==> src/rtl/sort4_feeder.sv <==
// Serial-to-parallel frame builder for a four-input sorter: collects four
// samples into slots a..d, pads short frames on flush, and holds each frame until it is consumed.
//
// state  | meaning
// S_FILL | collecting samples into slot[fill]; din_ready = 1
// S_HOLD | complete frame presented on a..d; out_valid = 1
module sort4_feeder #(
  parameter int             W   = 4,
  parameter logic [W-1:0]   PAD = {W{1'b1}}
) (
  input  logic         clk,
  input  logic         rst_n,
  input  logic [W-1:0] din,
  input  logic         din_valid,
  output logic         din_ready,
  input  logic         flush,
  output logic [W-1:0] a,
  output logic [W-1:0] b,
  output logic [W-1:0] c,
  output logic [W-1:0] d,
  output logic         out_valid,
  input  logic         out_ready,
  output logic [2:0]   fill
);

  localparam logic [0:0] S_FILL = 1'b0;
  localparam logic [0:0] S_HOLD = 1'b1;

  logic [0:0]   state;
  logic [2:0]   fill_q;
  logic [W-1:0] slot [4];
  logic         accept;
  logic         last;
  logic         do_pad;
  logic [2:0]   pad_from;

  assign din_ready = (state == S_FILL) ? 1'b1 : out_ready;
  assign accept    = din_valid & din_ready;
  assign last      = (state == S_FILL) && accept && (fill_q == 3'd3);
  // A flush with nothing written and nothing arriving would make an empty frame.
  assign do_pad    = (state == S_FILL) && flush && !last && (accept || (fill_q != 3'd0));
  assign pad_from  = accept ? (fill_q + 3'd1) : fill_q;

  assign a         = slot[0];
  assign b         = slot[1];
  assign c         = slot[2];
  assign d         = slot[3];
  assign out_valid = (state == S_HOLD);
  assign fill      = fill_q;

  always_ff @(posedge clk or negedge rst_n) begin
    if (!rst_n) begin
      state  <= S_FILL;
      fill_q <= 3'd0;
      for (int i = 0; i < 4; i++) slot[i] <= '0;
    end else if (state == S_FILL) begin
      for (int i = 0; i < 4; i++) begin
        if (accept && (fill_q == 3'(i)))
          slot[i] <= din;
        else if (do_pad && (3'(i) >= pad_from))
          slot[i] <= PAD;
      end
      if (last || do_pad) begin
        fill_q <= 3'd4;
        state  <= S_HOLD;
      end else if (accept) begin
        fill_q <= fill_q + 3'd1;
      end
    end else if (out_ready) begin
      // Handshake edge may also start the next frame without a bubble.
      state <= S_FILL;
      if (din_valid) begin
        slot[0] <= din;
        fill_q  <= 3'd1;
      end else begin
        fill_q  <= 3'd0;
      end
    end
  end

endmodule
==> config.mk <==
export PLATFORM = sky130hd
export DESIGN_NAME = sort4_feeder
export DESIGN_NICKNAME = d
export VERILOG_FILES = /design/src/rtl/sort4_feeder.sv
export SDC_FILE = /design/constraint.sdc
export NUM_CORES = 1
export LEC_CHECK = 0
export CELL_PAD_IN_SITES_DETAIL_PLACEMENT = 2
export CELL_PAD_IN_SITES_GLOBAL_PLACEMENT = 2
export CORE_MARGIN = 3
export CORE_UTILIZATION = 27
export DETAILED_ROUTE_END_ITERATION = 8
export GPL_TIMING_DRIVEN = 0
export PLACE_DENSITY = 0.8
export SLEW_MARGIN = 25
export SYNTH_ARGS = -nofsm -noshare
export SYNTH_HDL_FRONTEND = slang
export SYNTH_SLANG_ARGS = --single-unit
==> constraint.sdc <==
create_clock -name clk -period 2.4 [get_ports clk]
set_input_delay 0.24 -clock clk [delete_from_list [all_inputs] [get_ports clk]]
set_output_delay 0.24 -clock clk [all_outputs]
set_load 0.01 [all_outputs]
==> results_dict.tcl <==
set metrics [dict create \
    crit_arrival_ns 2.20 \
    ys_async_sr_fraction_pct 100 \
    final_antenna_net_count 0 \
    avgSynthCellArea_um2 10.1 \
    peakVddDrop_uv 475 \
    place_congestion 0.768 \
    clk_pin_slew_worst_paths_ns 0.07 \
    final-setup-viol-count 0 \
    r2r_start "fill[0]" \
    ys_top_cells_by_count "dfrtp_1, nor2_1, a21oi_1" \
    start_util_pct 29.1 \
    tritoncts "done" \
    p_total_mw 1.71 \
    syn_area_um2 1010 \
    first_pass_iters 4 \
    grt_pass1_wl_um 5160 \
    syn_nets 114 \
    fp.dieW_um 67.1 \
    io_pins 30 \
    critPathCaptureType "flop" \
    cts_buffers 3 \
    dr_total_vias 924 \
    cts_buffer_depth 2 \
    reg2reg_depth 7 \
    die_h_um 67.1 \
    slew_viol_final 0 \
    status "finished, final reports clean" \
    min_from "din_valid" \
    leakage_nw 0.562 \
    synth_flop_cell "dfrtp_1" \
    core_area_um2 3470 \
    final-hold-violation-count 0 \
    crit_required_ns 2.60 \
    drive_above_1_share_pct 6.77 \
    synthTopCellsByArea "dfrtp_1, ha_1, a21oi_1" \
    wirelength_um 3110 \
    worstSetupPathType "reg2reg" \
    yosysWarnings 0 \
    grt_overflow_total 0 \
    cap_viol_max_count 0 \
    min_path_cells 4 \
    yosysMostFrequentCell "dfrtp_1" \
    powerDensity_nw_per_um2 1220 \
    ys_seq_area_share_pct 49.6 \
    rrSetupSlack_ns 0.40 \
    rows 21 \
    r2r-end "b[3]" \
    synth_cells 100 \
    postCtsSetupBuffers 0 \
    worstSkewPairLatency_ns 0.25 \
    antennaDiodeCount 0 \
    synth_edf_count 0 \
    maxClockFrequency_ghz 0.500 \
    dp.final_hpwl_um 2420 \
    remaining_drc_errors 0 \
    hold_path_class "in2reg" \
    cp_max_fo 5 \
    synth_top_area_cell "dfrtp_1" \
    vias_per_cell 5.16 \
    ys_seq_elements 20 \
    grt_max_degree 21 \
    grt_antenna_before_repair 0 \
    port-buffer-count 28 \
    start_kind "flop" \
    routedWlPerCell_um 17.4 \
    max-slew-margin-rel_pct 67.7 \
    grtUsageTotal_pct 15.7 \
    htree_num_levels 1 \
    finish.utilization_pct 40.5 \
    synth_cell_type_count 28 \
    grt_setup_unrepaired "no" \
    cts_hold_buffers 0 \
    nNetsFinal 148 \
    cts_resized 0 \
    min_period_over_period_pct 83.4 \
    holdPathEnd "fill[0]" \
    drtIter0Drc 25 \
    synth_top_cell_area_share_pct 49.6 \
    tightestPinTransition_ns 0.481 \
    period_minus_slack_ns 2.00 \
    clock-sinks 20 \
    die_area_um2 4500 \
    grt_pass1_vias 1058 \
    clockRootBuffer "clkbuf_8" \
    syn2layout_area_growth_pct 39.5 \
    fin_tns_setup_ns 0 \
    clock_skew_ns 0.00208 \
]
power breakdown:
group	internal, mW	switching (mW)
logic	0.439	0.450
clock network	0.146	0.104
registers	0.465	0.111
total	1.05	0.665
how the worst max path moves through the flow:
stage	startpoint	to	slack [ns]	cells after the start
2_1_floorplan	fill[0]	b[0]	0.65	5
3_3_place_gp	out_ready	b[3]	0.43	7
3_5_place_dp	out_ready	a[0]	0.35	7
4_1_cts	fill[0]	b[3]	0.39	7
5_1_grt	fill[0]	a[0]	0.24	7
6_report	fill[0]	b[3]	0.40	7
cells in the final DEF, fill, tap and decap left out, types with 2 or more instances in the layout:
cell type,instances
a21o_1,2
o21ai_0,3
nand3_1,2
dfrtp_1,20
nand2_1,8
a21oi_1,10
o22a_1,4
o2111a_1,2
a22o_1,2
clkdlybuf4s50_1,27
ha_1,5
o22ai_1,6
inv_1,5
nor2_1,13
clkbuf_8,4
o32a_1,4
worst max-delay path, stage by stage, from the launching register on:
cell and delay, ns:
dfrtp_1 0.43, inv_1 0.14, ha_1 0.23, nor2b_1 0.15
o22ai_1 0.28, o2111a_1 0.30, a22o_1 0.24, o22a_1 0.17
final cells by class:
type	instances	area, um^2
Multi-Input combinational cell	72	474
Inverter	6	22.5
Fill cell	393	2060
Timing Repair Buffer	29	285
Clock buffer	4	55.1
Buffer	2	11.3
Sequential cell	20	500
Tap cell	46	57.6
through the flow:
| stage | hold slack [ns] | cells | setup WS [ns] | instance area [um^2] |
|---|---|---|---|---|
| finish | 0.409 | 179 | 0.399 | 1410 |
| floorplan | -0.0556 | 100 | 0.651 | 1010 |
| global route | 0.445 | 179 | 0.241 | 1410 |
| global placement | 0.476 | 174 | 0.432 | 1350 |
| detailed placement | 0.485 | 174 | 0.348 | 1350 |
| CTS | 0.405 | 178 | 0.391 | 1400 |
flip-flops by register name, indices dropped and copies added, names as in the netlist:
signal / cells
d: 4
c: 4
fill: 3
b: 4
out_valid: 1
a: 4
metal layers:
metal | share of wire, % | GRT usage [%] | vias up | wire [um]
li1 | - | - | 434 | -
met4 | 0.80 | 3.80 | 0 | 25
met1 | 41 | 17.4 | 473 | 1270
met5 | 0 | 0 | - | 0
met2 | 55 | 29.2 | 15 | 1710
met3 | 3.1 | 4.22 | 2 | 97
logic make-up after synthesis:
group                    after synthesis  synth area share, %
XOR/XNOR                               2                 1.74
AND/OR/NAND/NOR                       28                 13.0
flip-flops                            20                 49.6
multiplexers                           1                0.993
AO/OA/AOI/OAI                         36                 25.1
buffers and inverters                  8                 3.35
adder cells (fa/ha/maj)                5                 6.20
(Power assumes the default switching activity.)
